File: src/rtl/vga_pkg.sv
// Shared types and helpers for the VGA pixel unpacker: colour modes, FSM states,
// per-mode pixel widths and the last-lane lookup.
package vga_pkg;

   typedef enum logic [1:0] {
      VGA_MODE_GREY8    = 2'b00,
      VGA_MODE_RGB565   = 2'b01,
      VGA_MODE_XRGB8888 = 2'b10
   } vga_mode_e;

   typedef enum logic {
      ST_EMPTY = 1'b0,
      ST_FULL  = 1'b1
   } unpack_state_e;

   localparam int BPP_GREY8    = 8;
   localparam int BPP_RGB565   = 16;
   localparam int BPP_XRGB8888 = 32;

   function automatic logic [2:0] mode_last_lane(input vga_mode_e mode);
      case (mode)
         VGA_MODE_GREY8:  mode_last_lane = 3'd7;
         VGA_MODE_RGB565: mode_last_lane = 3'd3;
         default:         mode_last_lane = 3'd1;
      endcase
   endfunction

endpackage

File: src/rtl/vga_pixel_unpack_if.sv
// Word stream from the tx FIFO and pixel stream to the timing generator.
// slave: the unpacker's view; master: the surrounding FIFO/timing-generator view.
interface vga_pixel_unpack_if #(
   parameter int DATA_WIDTH  = 64,
   parameter int COLOR_WIDTH = 8
);
   logic                   word_valid_i;
   logic                   word_ready_o;
   logic [DATA_WIDTH-1:0]  word_data_i;
   logic                   pix_valid_o;
   logic                   pix_ready_i;
   logic [COLOR_WIDTH-1:0] pix_r_o;
   logic [COLOR_WIDTH-1:0] pix_g_o;
   logic [COLOR_WIDTH-1:0] pix_b_o;

   modport slave (
      input  word_valid_i, word_data_i, pix_ready_i,
      output word_ready_o, pix_valid_o, pix_r_o, pix_g_o, pix_b_o
   );

   modport master (
      output word_valid_i, word_data_i, pix_ready_i,
      input  word_ready_o, pix_valid_o, pix_r_o, pix_g_o, pix_b_o
   );
endinterface

File: src/rtl/vga_pixel_expand.sv
// Combinational lane select and colour expansion of one pixel from a 64-bit word.
module vga_pixel_expand
   import vga_pkg::*;
(
   input  vga_mode_e   mode,
   input  logic [2:0]  lane,
   input  logic [63:0] word,
   output logic [7:0]  r,
   output logic [7:0]  g,
   output logic [7:0]  b
);

   logic [7:0]  grey;
   logic [15:0] p565;
   logic [23:0] p888;

   assign grey = word[{lane, 3'b000} +: BPP_GREY8];
   assign p565 = word[{lane[1:0], 4'b0000} +: BPP_RGB565];
   // the X byte of XRGB8888 is never selected
   assign p888 = word[{lane[0], 5'b00000} +: 24];

   always_comb begin
      r = '0;
      g = '0;
      b = '0;
      case (mode)
         VGA_MODE_GREY8: begin
            r = grey;
            g = grey;
            b = grey;
         end
         VGA_MODE_RGB565: begin
            r = {p565[15:11], p565[15:13]};
            g = {p565[10:5],  p565[10:9]};
            b = {p565[4:0],   p565[4:2]};
         end
         default: begin
            r = p888[23:16];
            g = p888[15:8];
            b = p888[7:0];
         end
      endcase
   end

endmodule

File: src/rtl/vga_pixel_unpack.sv
// Splits 64-bit frame-buffer words into 8/4/2 pixels and streams them as 8-bit RGB.
// Build option VGA_UNPACK_OUTREG_EN adds a 2-entry registered skid stage on the pixel stream.
//
//  state    | meaning
//  ST_EMPTY | no word held; pop the FIFO when enabled
//  ST_FULL  | word held in data_q, lane_q selects the pixel on offer
module vga_pixel_unpack
   import vga_pkg::*;
#(
   parameter int DATA_WIDTH  = 64,
   parameter int COLOR_WIDTH = 8
) (
   input  logic                 clk_i,
   input  logic                 rst_n_i,
   input  logic                 en_i,
   input  logic                 flush_i,
   input  logic [1:0]           mode_i,
   vga_pixel_unpack_if.slave    bus,
   output logic                 underrun_o
);

   if (DATA_WIDTH != 64 || COLOR_WIDTH != 8) begin : g_bad_cfg
      $error("vga_pixel_unpack: DATA_WIDTH must be 64 and COLOR_WIDTH must be 8");
   end

   unpack_state_e state_q;
   logic [63:0]   data_q;
   logic [2:0]    lane_q;
   vga_mode_e     mode_q;
   logic          underrun_q;

   vga_mode_e     mode_in;
   logic          core_valid;
   logic          core_ready;
   logic          core_fire;
   logic          last_lane;
   logic          word_ready;
   logic          load;
   logic [7:0]    exp_r, exp_g, exp_b;

   assign mode_in    = (mode_i == 2'b11) ? VGA_MODE_XRGB8888 : vga_mode_e'(mode_i);
   assign core_valid = en_i & (state_q == ST_FULL);
   assign core_fire  = core_valid & core_ready;
   assign last_lane  = (lane_q == mode_last_lane(mode_q));
   // refill in the same cycle the last lane goes out, so words run back to back
   assign word_ready = en_i & ~flush_i & ((state_q == ST_EMPTY) | (core_fire & last_lane));
   assign load       = word_ready & bus.word_valid_i;

   assign bus.word_ready_o = word_ready;
   assign underrun_o       = underrun_q;

   always_ff @(posedge clk_i or negedge rst_n_i) begin
      if (!rst_n_i) begin
         state_q    <= ST_EMPTY;
         data_q     <= '0;
         lane_q     <= '0;
         mode_q     <= VGA_MODE_GREY8;
         underrun_q <= 1'b0;
      end else begin
         underrun_q <= ~flush_i & en_i & bus.pix_ready_i & ~bus.pix_valid_o;
         if (flush_i) begin
            state_q <= ST_EMPTY;
            lane_q  <= '0;
         end else if (load) begin
            state_q <= ST_FULL;
            data_q  <= bus.word_data_i;
            mode_q  <= mode_in;
            lane_q  <= '0;
         end else if (core_fire) begin
            if (last_lane) begin
               state_q <= ST_EMPTY;
               lane_q  <= '0;
            end else begin
               lane_q  <= lane_q + 3'd1;
            end
         end
      end
   end

   vga_pixel_expand u_expand (
      .mode (mode_q),
      .lane (lane_q),
      .word (data_q),
      .r    (exp_r),
      .g    (exp_g),
      .b    (exp_b)
   );

`ifdef VGA_UNPACK_OUTREG_EN
   logic [23:0] sk0_q, sk1_q;
   logic [1:0]  sk_cnt_q;
   logic        sk_pop;

   // ready depends only on skid occupancy, so pix_ready_i never reaches word_ready
   assign core_ready      = (sk_cnt_q != 2'd2);
   assign sk_pop          = bus.pix_valid_o & bus.pix_ready_i;
   assign bus.pix_valid_o = en_i & (sk_cnt_q != 2'd0);
   assign bus.pix_r_o     = bus.pix_valid_o ? sk0_q[23:16] : '0;
   assign bus.pix_g_o     = bus.pix_valid_o ? sk0_q[15:8]  : '0;
   assign bus.pix_b_o     = bus.pix_valid_o ? sk0_q[7:0]   : '0;

   always_ff @(posedge clk_i or negedge rst_n_i) begin
      if (!rst_n_i) begin
         sk0_q    <= '0;
         sk1_q    <= '0;
         sk_cnt_q <= '0;
      end else if (flush_i) begin
         sk_cnt_q <= '0;
      end else begin
         case ({core_fire, sk_pop})
            2'b10: begin
               if (sk_cnt_q == 2'd0) sk0_q <= {exp_r, exp_g, exp_b};
               else                  sk1_q <= {exp_r, exp_g, exp_b};
               sk_cnt_q <= sk_cnt_q + 2'd1;
            end
            2'b01: begin
               sk0_q    <= sk1_q;
               sk_cnt_q <= sk_cnt_q - 2'd1;
            end
            2'b11: begin
               if (sk_cnt_q == 2'd1) begin
                  sk0_q <= {exp_r, exp_g, exp_b};
               end else begin
                  sk0_q <= sk1_q;
                  sk1_q <= {exp_r, exp_g, exp_b};
               end
            end
            default: ;
         endcase
      end
   end
`else
   assign core_ready      = bus.pix_ready_i;
   assign bus.pix_valid_o = core_valid;
   assign bus.pix_r_o     = core_valid ? exp_r : '0;
   assign bus.pix_g_o     = core_valid ? exp_g : '0;
   assign bus.pix_b_o     = core_valid ? exp_b : '0;
`endif

endmodule

File: src/flat_wrapper.sv
// flat-port wrapper written by rule: the top's interface ports become plain ports
module vga_pixel_unpack_flat import vga_pkg::*;
#(
   parameter int DATA_WIDTH  = 64,
   parameter int COLOR_WIDTH = 8
)
  (clk_i, rst_n_i, en_i, flush_i, mode_i, underrun_o, bus_word_valid_i, bus_word_data_i, bus_pix_ready_i, bus_word_ready_o, bus_pix_valid_o, bus_pix_r_o, bus_pix_g_o, bus_pix_b_o);
  vga_pixel_unpack_if #(.DATA_WIDTH(DATA_WIDTH), .COLOR_WIDTH(COLOR_WIDTH)) bus_i ();
  input  logic clk_i;
  input  logic rst_n_i;
  input  logic en_i;
  input  logic flush_i;
  input  logic [1:0] mode_i;
  output logic underrun_o;
  input wire logic [$bits(bus_i.word_valid_i)-1:0] bus_word_valid_i;
  input wire logic [$bits(bus_i.word_data_i)-1:0] bus_word_data_i;
  input wire logic [$bits(bus_i.pix_ready_i)-1:0] bus_pix_ready_i;
  output wire logic [$bits(bus_i.word_ready_o)-1:0] bus_word_ready_o;
  output wire logic [$bits(bus_i.pix_valid_o)-1:0] bus_pix_valid_o;
  output wire logic [$bits(bus_i.pix_r_o)-1:0] bus_pix_r_o;
  output wire logic [$bits(bus_i.pix_g_o)-1:0] bus_pix_g_o;
  output wire logic [$bits(bus_i.pix_b_o)-1:0] bus_pix_b_o;
  assign bus_i.word_valid_i = bus_word_valid_i;
  assign bus_i.word_data_i = bus_word_data_i;
  assign bus_i.pix_ready_i = bus_pix_ready_i;
  assign bus_word_ready_o = bus_i.word_ready_o;
  assign bus_pix_valid_o = bus_i.pix_valid_o;
  assign bus_pix_r_o = bus_i.pix_r_o;
  assign bus_pix_g_o = bus_i.pix_g_o;
  assign bus_pix_b_o = bus_i.pix_b_o;
  vga_pixel_unpack #(.DATA_WIDTH(DATA_WIDTH), .COLOR_WIDTH(COLOR_WIDTH)) u_core (.clk_i(clk_i), .rst_n_i(rst_n_i), .en_i(en_i), .flush_i(flush_i), .mode_i(mode_i), .bus(bus_i), .underrun_o(underrun_o));
endmodule
File: config.mk
export PLATFORM = sky130hd
export DESIGN_NAME = vga_pixel_unpack_flat
export DESIGN_NICKNAME = d
export VERILOG_FILES = /design/src/rtl/vga_pkg.sv /design/src/rtl/vga_pixel_unpack_if.sv /design/src/rtl/vga_pixel_expand.sv /design/src/rtl/vga_pixel_unpack.sv /design/src/flat_wrapper.sv
export SDC_FILE = /design/constraint.sdc
export NUM_CORES = 1
export LEC_CHECK = 0
export ABC_AREA = 1
export ABC_CLOCK_PERIOD_IN_PS = 2160
export CAP_MARGIN = 0
export CORE_ASPECT_RATIO = 0.6
export CORE_MARGIN = 2
export CORE_UTILIZATION = 51
export CTS_CLUSTER_DIAMETER = 30
export DETAILED_ROUTE_END_ITERATION = 16
export GPL_TIMING_DRIVEN = 0
export PLACE_DENSITY = 0.81
export SLEW_MARGIN = 20
export SYNTH_ARGS = -nofsm -noshare
export SYNTH_HDL_FRONTEND = slang
export SYNTH_SLANG_ARGS = --single-unit
File: constraint.sdc
create_clock -name clk_i -period 2.16 [get_ports clk_i]
set_clock_uncertainty 0.1 [all_clocks]
set_input_delay 0.432 -clock clk_i [delete_from_list [all_inputs] [get_ports clk_i]]
set_output_delay 0.432 -clock clk_i [all_outputs]
set_load 0.05 [all_outputs]
* Word level (Yosys, flattened, before mapping)
Index checks and enable logic that the tools add are counted.
** Word-level totals
- Register bits :: 71
- Output and inout bits :: 27
** Cells by class
- Reduce and logical (&&, ||, !) cells :: 5
- Add/sub/neg operators :: 1
- Muxes and demuxes :: 16
- Bitwise gates (word level) :: 12
- Shift-type cells :: 3
- Eq/ne operators :: 3
** Operators with widths (number)
- $shiftx 64x7->16 :: 1
- $shiftx 64x7->24 :: 1
- $shiftx 64x7->8 :: 1
- $pmux 8 s2 :: 3
- $mux 8 :: 3
- $mux 3 :: 4
- $and 1x1->1 :: 8
- $pmux 3 s2 :: 1
- $reduce_bool 3->1 :: 2
- $mux 1 :: 4
- $reduce_and 2->1 :: 2
- $add 3x1->3 const B :: 1
- $eq 3x3->1 :: 1
- $not 1->1 :: 3
- $eq 2x1->1 const B :: 1
- $eq 2x2->1 const B :: 1
- $logic_not 2->1 :: 1
- $mux 2 :: 1
- $or 1x1->1 :: 1

* Depth between registers and ports, before layout
Gate-level depths: netlist of run 1.
- Depth after elaboration :: 9
- Mapped depth :: 10
- Depth with buffers taken out :: 9

* Hierarchy
Synthesis of run 1 repeated with hierarchy kept, for this count alone.
** Second synthesis, totals
- Cells, all modules :: 744
- Area, all modules :: 4660.7 µm²
** Modules (own cells, without submodules)
- vga_pixel_unpack :: cells an instance 379, area an instance 3099.2 µm², instances 1, seq. area each 1776.7 µm²
- vga_pixel_expand :: cells an instance 365, area an instance 1561.5 µm², instances 1, seq. area each 0.0 µm²

* Worst setup path before layout of run 1
No wires, ideal clock.
- Kind :: flip-flop to output port
- Start :: register u_core.lane_q[0]
- End :: output bus_pix_g_o[7]
- Arrival time :: 2.032 ns
- Path slack :: -0.404 ns
- Stages on the path, launching flop included :: 9
- Data required time :: 1.628 ns
- Path buffers :: 3
- Cells stage by stage :: dfrtp_1 buf_2 inv_1 buf_2 buf_2 nand2_1 nand3_1 nand3_1 a31oi_1
** On the way
- Longest elaborated chain between the ends :: 3
- Elaborated cells on any way between the ends :: 5
** RTL lines
- start, declared :: RTL line vga_pixel_unpack.sv:28 : logic [2:0] lane_q;
- start signal, assigned :: RTL line vga_pixel_unpack.sv:74 : lane_q <= lane_q + 3'd1;
- $shiftx 64x7->24 (tied with other cells) :: RTL line vga_pixel_expand.sv:20 : assign p888 = word[{lane[0], 5'b00000} +: 24];
- $pmux 8 s2 * :: RTL line vga_pixel_expand.sv:26 : case (mode)
- $mux 8 * :: RTL line vga_pixel_unpack.sv:136 : assign bus.pix_g_o = core_valid ? exp_g : '0;
- end, declared :: RTL line flat_wrapper.sv:21 : output wire logic [$bits(bus_i.pix_g_o)-1:0] bus_pix_g_o;
Mark *: on every way between the ends. The rest lies on a longest branch, timed or not.

* Worst setup path after layout of run 1
- Start :: register u_core.lane_q[0]
- End :: output bus_pix_g_o[0]
Same word-level chain as after synthesis.

==> results of run 1 <==
critical path, delay by kind of cell, from the launching register on:
family	cells	cell delay [ns]
flops	1	0.37
simple gates	3	0.29
compound gates	2	0.37
buf+inv	5	0.68
cell type report:
cell class	instances	area [um^2]	area share [%]
Buffer	44	392	6.00
Clock buffer	11	253	3.87
Clock inverter	5	40.0	0.613
Inverter	37	153	2.34
Multi-Input combinational cell	508	2570	39.4
Sequential cell	71	1780	27.3
Tap cell	112	140	2.15
Timing Repair Buffer	116	1200	18.4
registers in the layout, indices dropped and copies added, names as in the netlist:
register,count
u_core.lane_q,3
u_core.underrun_o,1
u_core.mode_q,2
u_core.state_q,1
u_core.data_q,64
power by group:
| group | leakage (nW) | internal, mW | switching [mW] | total (mW) |
|---|---|---|---|---|
| sequential | 0.873 | 1.58 | 0.288 | 1.87 |
| combinational | 2.16 | 0.599 | 0.953 | 1.55 |
| clock | 0.135 | 0.849 | 0.634 | 1.48 |
path summary, 6_finish.rpt:
check	slack [ns]	endpoint	depth (start not counted)
min in group asynchronous	0.46	u_core.data_q[4]$_DFFE_PN0P_	2
setup reg to reg	0.07	u_core.lane_q[2]$_DFFE_PN0P_	9
max in group asynchronous	0.91	u_core.data_q[37]$_DFFE_PN0P_	3
setup / recovery	-0.42	bus_pix_g_o[0]	10
hold / removal	0.39	u_core.data_q[59]$_DFFE_PN0P_	2
hold reg to reg	0.39	u_core.data_q[59]$_DFFE_PN0P_	2
layer usage:
layer  track usage (%)  part of all wire, %  vias to the layer above
li1                  -                    -                     2409
met3              16.4                   15                       94
met2              60.9                   42                      476
met1              56.1                   39                     2654
met4              18.2                  4.4                        0
met5                 0                    0                        -
stage by stage:
stage                     cell area (um^2)  power (mW)  setup TNS [ns]
after floorplan                       4550        2.61           -2.05
after global placement                5670        3.10         -169.15
after detailed placement              5690        3.14          -51.91
after CTS                             6380        4.73           -7.98
after global routing                  6530        5.08          -10.62
final                                 6530        4.90           -9.00
kinds of logic after synthesis:
| kind of cell | share of synthesized area, % |
|---|---|
| adder cells (fa/ha/maj) | 0.283 |
| AND/OR/NAND/NOR | 42.3 |
| buffers and inverters | 8.48 |
| XOR/XNOR | 0.396 |
| flip-flops | 40.1 |
| AO/OA/AOI/OAI | 8.39 |
synthesized netlist by cell type, drive strengths merged:
cell	instances	area [um^2]
a21oi	35	175
nor2	23	101
nor4	1	6.26
xor2	1	8.76
ha	1	12.5
dfrtp	71	1780
a31o	6	52.6
nand4	5	31.3
clkbuf	18	67.6
buf	27	169
xnor2	1	8.76
o211ai	10	75.1
clkinv	1	3.75
nand2	282	1060
inv	36	135
a31oi	4	25.0
o21ai	5	25.0
nand3	132	671
a21boi	2	18.8
cell usage in the layout (no fill, tap or decap), drive strengths merged, types with 10 or more instances in the layout:
master	instances
inv	37
nor2	23
a21oi	35
buf	70
nand3	132
clkbuf	29
dfrtp	71
nand2	282
o211ai	10
clkdlybuf4s50	70
repair_timing:
item | in CTS | in global routing
gates resized for setup | 274 | 29
hold buffers | 1 | 0
pin swaps | 21 | 16
gates cloned | 2 | 1
hold endpoints to repair | 27 | 0
endpoints found under the setup margin | 96 | 86
buffers inserted | 8 | 5
==> impl_metrics.py, run 1 <==
metrics = {
    "grt": {
        "largest_net_degree_at_the_start_of_global_routing": 45,
        "global_route_wire_length_before_repair_um": 30400,
        "antenna_found_initial": 0,
        "first_global_vias": 5436,
        "track_usage_pct": 42.0,
        "overflow": 0,
    },
    "sta": {
        "report.final.hold_viol_count": 0,
        "final-setup-viol-count": 25,
        "whs_ns": 0.390,
        "fin_crit_sh_pct": 119,
        "worst_pin_slew_ns": 0.498,
        "layout_setup_ws_ns": -0.420,
        "final.min_clock_period_ns": 2.58,
        "report.final.slew_viol_count": 0,
        "max_slew_margin_pct": 66.8,
        "grt_setup_unrepaired": "yes",
        "max_freq_ghz": 0.388,
    },
    "clocking": {
        "clock_pin_slew_reported_for_the_worst_setup_and_hold_paths_after_clock_tree_synthesis_ns": 0.06,
        "cts_root_buf": "sky130_fd_sc_hd__clkbuf_16",
        "clock_sink_count": 71,
        "cts_max_level": 3,
        "tritoncts": "yes",
        "ctsLongestPathBuffers": 2,
        "tritoncts_buffers": 9,
        "worst_skew_late_latency_ns": 0.34,
    },
    "finish": {
        "areaGrowthSynthToFinish_pct": 47.6,
        "fin_nets": 860,
        "n_fill_cell": 589,
        "post_route_cells_drive_above_1_share_pct": 22.9,
        "final_util_pct": 77.2,
        "final_cell_count_no_fill": 904,
        "antenna-diode-count": 0,
    },
    "floorplan": {
        "floorplan.initialDensity_pct": 52.3,
        "floorplan.die.height_um": 76.2,
        "die-area_um2": 9470,
        "floorplan.io_pins": 99,
        "num_rows": 26,
        "core_area_um2": 8460,
        "die_x_um": 124,
    },
    "placement": {
        "placed_cells": 872,
        "globalplace.congestion": 1.02,
        "detailed_place_hpwl_um": 12900,
        "port_buffers": 98,
        "preCtsSetupSlack_ns": -1.15,
    },
    "synth": {
        "synth.distinct_cells": 26,
        "synth_nets": 734,
        "average_cell_area_after_synthesis_um2": 6.70,
        "yosys_register_bits": 71,
        "ys_seq_area_share_pct": 40.1,
        "syn_area_um2": 4430,
        "count_of_mapped_cells_out_of_synthesis": 661,
        "yosysWarningCount": 0,
    },
    "run_status": {
        "run_status": "complete, but fails checks",
        "violations_in_the_final_reports": "setup timing",
    },
    "detailed_routing": {
        "route.detailed.drc": 0,
        "vias": 5633,
        "drt_iter0_drc": 681,
        "routedWlPerCell_um": 22.1,
        "drt-total-wl_um": 20000,
        "viasPerCell": 6.23,
        "drt_pre_antenna_iters": 7,
        "final_antenna_net_count": 0,
    },
    "worst_setup_path": {
        "ordered_list_of_cells_on_the_worst_path": "buf_6 > inv_6 > buf_12 > clkbuf_16 > o211ai_1 > nand3_1 > nand2_1 > nand2_2 > a21oi_2 > buf_6",
        "crit_path_frequent_cell": "sky130_fd_sc_hd__buf_6",
        "critical_path.endpoint_type": "output pin",
        "cp-start-kind": "flop",
        "crit_path_top_delay_cell": "sky130_fd_sc_hd__dfrtp_1",
        "data_arrival_time_at_the_worst_slack_endpoint_ns": 2.05,
        "crit_fanout": 7,
        "path_class": "flop to output pin",
        "reg2reg_from": "u_core.mode_q[1]$_DFFE_PN0P_",
        "worstPathRequired_ns": 1.63,
        "startpoint": "u_core.lane_q[0]$_DFFE_PN0P_",
        "max_stage_delay_ns": 0.37,
    },
    "pwr": {
        "vdd_drop_max_mv": 0.438,
        "cellLeakagePower_nw": 3.17,
        "pwr_density_cell_nw_per_um2": 750,
    },
    "flow_run": {
        "max-cap-violations": 0,
    },
    "worst_hold_path": {
        "worst_hold_path_type": "flop to flop",
        "hold_start": "u_core.data_q[59]$_DFFE_PN0P_",
    },
}
Note: power is estimated with default switching activity, not from simulation.
==> run 2, diff against run 1 <==
--- a/config.mk
+++ b/config.mk
@@ -6,15 +6,16 @@
 export NUM_CORES = 1
 export LEC_CHECK = 0
 export ABC_AREA = 1
-export ABC_CLOCK_PERIOD_IN_PS = 2160
 export CAP_MARGIN = 0
+export CELL_PAD_IN_SITES_DETAIL_PLACEMENT = 2
+export CELL_PAD_IN_SITES_GLOBAL_PLACEMENT = 2
 export CORE_ASPECT_RATIO = 0.6
 export CORE_MARGIN = 2
-export CORE_UTILIZATION = 51
+export CORE_UTILIZATION = 27
 export CTS_CLUSTER_DIAMETER = 30
 export DETAILED_ROUTE_END_ITERATION = 16
 export GPL_TIMING_DRIVEN = 0
-export PLACE_DENSITY = 0.81
+export PLACE_DENSITY_LB_ADDON = 0.1
 export SLEW_MARGIN = 20
 export SYNTH_ARGS = -nofsm -noshare
 export SYNTH_HDL_FRONTEND = slang
==> constraint.sdc (replaced) <==
create_clock -name clk_i -period 2.16 [get_ports clk_i]
set_clock_uncertainty 0.1 [all_clocks]
set_input_delay 0.324 -clock clk_i [delete_from_list [all_inputs] [get_ports clk_i]]
set_output_delay 0.324 -clock clk_i [all_outputs]
set_load 0.05 [all_outputs]
==> run 2 against run 1 <==
  * The run still ends with setup timing left
  * Clock power is 18% higher
  * Design area is 3.9% higher
  * Combinational power is 5% higher
  * Cell count is 12% higher
  * Critical path type unchanged
  * Highest routed layer unchanged
==> impl_metrics.py, run 2 (synthesis gave the netlist of run 1 again) <==
metrics = {
    "grt": {
        "global_route_wire_length_before_repair_um": 37400,
        "track_usage_pct": 29.5,
        "antenna_found_initial": 0,
        "largest_net_degree_at_the_start_of_global_routing": 38,
        "first_global_vias": 5770,
        "overflow": 0,
    },
    "floorplan": {
        "floorplan.initialDensity_pct": 27.5,
        "die_x_um": 169,
        "core_area_um2": 16100,
        "num_rows": 36,
        "floorplan.io_pins": 99,
        "floorplan.die.height_um": 103,
        "die-area_um2": 17500,
    },
    "clocking": {
        "clock_sink_count": 71,
        "tritoncts_buffers": 9,
        "worst_skew_late_latency_ns": 0.35,
        "clock_pin_slew_reported_for_the_worst_setup_and_hold_paths_after_clock_tree_synthesis_ns": 0.07,
        "tritoncts": "yes",
        "cts_root_buf": "sky130_fd_sc_hd__clkbuf_16",
        "ctsLongestPathBuffers": 2,
        "cts_max_level": 3,
    },
    "worst_setup_path": {
        "regToRegSetupSlack_ns": 0.11,
        "crit_path_top_delay_cell": "sky130_fd_sc_hd__dfrtp_1",
        "data_arrival_time_at_the_worst_slack_endpoint_ns": 2.19,
        "max_stage_delay_ns": 0.39,
        "critical_path.endpoint_type": "output pin",
        "reg2reg_from": "u_core.mode_q[1]$_DFFE_PN0P_",
        "cp-start-kind": "flop",
        "timing.reg2reg.worst_path_depth": 9,
        "ordered_list_of_cells_on_the_worst_path": "buf_6 > inv_8 > buf_12 > buf_12 > o211ai_1 > nand3_1 > nand2_2 > nand2_4 > a21oi_4 > buf_6",
        "crit_fanout": 6,
        "r2r_end": "u_core.data_q[9]$_DFFE_PN0P_",
        "worstPathRequired_ns": 1.74,
        "path_class": "flop to output pin",
    },
    "finish": {
        "largest_reg_flops": 64,
        "most_common_cell_after_layout_fill_and_taps_aside": "sky130_fd_sc_hd__nand2_1",
        "final_cell_count_no_fill": 1012,
        "top_flop_regs": "u_core.data_q (64), u_core.lane_q (3), u_core.mode_q (2)",
        "registers.top_by_ff_count": "u_core.data_q",
        "post_route_cells_drive_above_1_share_pct": 23.2,
        "n_fill_cell": 1842,
        "fin_nets": 871,
        "areaGrowthSynthToFinish_pct": 53.4,
        "antenna-diode-count": 0,
        "mostFrequentLayoutCells": "sky130_fd_sc_hd__nand2_1, sky130_fd_sc_hd__nand3_1, sky130_fd_sc_hd__clkdlybuf4s50_1, sky130_fd_sc_hd__dfrtp_1",
    },
    "pwr": {
        "pwr_density_cell_nw_per_um2": 772,
        "switching_share_pct": 37.9,
        "cellLeakagePower_nw": 3.27,
        "pwr-share-seq_pct": 35.8,
        "power.clock.fraction_pct": 33.2,
        "comb_power_share_pct": 31.1,
        "switching_power_mw": 1.99,
        "vdd_drop_max_mv": 0.284,
        "total_power_mw": 5.24,
        "power_internal_mw": 3.25,
    },
    "flow_run": {
        "max-cap-violations": 0,
    },
    "worst_hold_path": {
        "hold_start": "en_i",
        "worst_hold_path_type": "input pin to flop",
        "worstHoldPathCells": 3,
        "hold-path-endpoint": "u_core.underrun_o$_DFF_PN0_",
    },
    "placement": {
        "placed_cells": 969,
        "port_buffers": 98,
        "globalplace.congestion": 0.891,
        "preCtsSetupSlack_ns": -1.19,
        "detailed_place_hpwl_um": 17700,
    },
    "sta": {
        "layout_setup_ws_ns": -0.454,
        "final.setup.tns_ns": -8.65,
        "max_slew_margin_pct": 61.8,
        "max_freq_ghz": 0.383,
        "final-setup-viol-count": 25,
        "whs_ns": 0.323,
        "fin_crit_sh_pct": 121,
        "report.final.hold_viol_count": 0,
        "grt_setup_unrepaired": "yes",
        "worst_pin_slew_ns": 0.573,
        "report.final.slew_viol_count": 0,
        "final.min_clock_period_ns": 2.61,
    },
    "run_status": {
        "run_status": "complete, but fails checks",
        "violations_in_the_final_reports": "setup timing",
    },
    "detailed_routing": {
        "routedWlPerCell_um": 25.1,
        "drt-total-wl_um": 25400,
        "vias": 5424,
        "drt_pre_antenna_iters": 4,
        "route.detailed.drc": 0,
        "drt_iter0_drc": 316,
        "final_antenna_net_count": 0,
        "viasPerCell": 5.36,
    },
}
-- run 2: final cells by class --
class | instances | area (um^2) | area share [%]
Clock inverter | 5 | 80.1 | 1.18
Timing Repair Buffer | 126 | 1260 | 18.5
Buffer | 45 | 394 | 5.80
Inverter | 37 | 151 | 2.23
Clock buffer | 11 | 253 | 3.72
Multi-Input combinational cell | 508 | 2610 | 38.5
Tap cell | 209 | 262 | 3.85
Sequential cell | 71 | 1780 | 26.2
-- run 2: what timing repair did --
item	4_1_cts	5_1_grt
endpoints found under the hold margin	34	0
buffers inserted	16	11
pin swaps	21	23
cloned	2	0
hold buffers	1	0
setup endpoints to repair	96	57
gates resized for setup	271	40
-- run 2: critical path, delay by kind of cell, from the launching register on --
family          cells  cell delay (ns)
buf+inv             5             0.65
flops               1             0.39
simple gates        3             0.32
compound gates      2             0.45
-- run 2: worst max path at each step --
stage | start | to | slack (ns)
floorplan | u_core.lane_q[0]$_DFFE_PN0P_ | bus_pix_r_o[7] | -0.30
global placement | rst_n_i | u_core.data_q[50]$_DFFE_PN0P_ | -1.94
detailed placement | u_core.lane_q[0]$_DFFE_PN0P_ | bus_pix_b_o[1] | -1.19
CTS | u_core.lane_q[0]$_DFFE_PN0P_ | bus_pix_b_o[1] | -0.38
global route | u_core.lane_q[0]$_DFFE_PN0P_ | bus_pix_b_o[1] | -0.49
finish | u_core.lane_q[0]$_DFFE_PN0P_ | bus_pix_b_o[1] | -0.45
-- run 2: routing by layer --
layer	vias to the layer above	GRT usage (%)	part of all wire, %
met5	-	0	0
met4	0	6.38	1.7
met3	30	4.15	5.4
met2	202	47.5	45
met1	2779	42.6	48
li1	2413	-	-
-- run 2: metrics by stage --
stage                     util (%)  instance area [um^2]
after floorplan                  -                  4550
after global placement        35.9                  5800
after detailed placement      36.0                  5810
after CTS                     41.2                  6640
after global routing          42.1                  6790
final                         42.1                  6790
-- run 2: power by group through the flow --
stage | logic, mW | clock network (mW) | registers [mW]
final | 1.63 | 1.74 | 1.88
after global routing | 1.78 | 1.81 | 1.89
after CTS | 1.54 | 1.74 | 1.85
after detailed placement | 1.41 | 0 | 1.86
after global placement | 1.35 | 0 | 1.85
after floorplan | 0.886 | 0 | 1.73
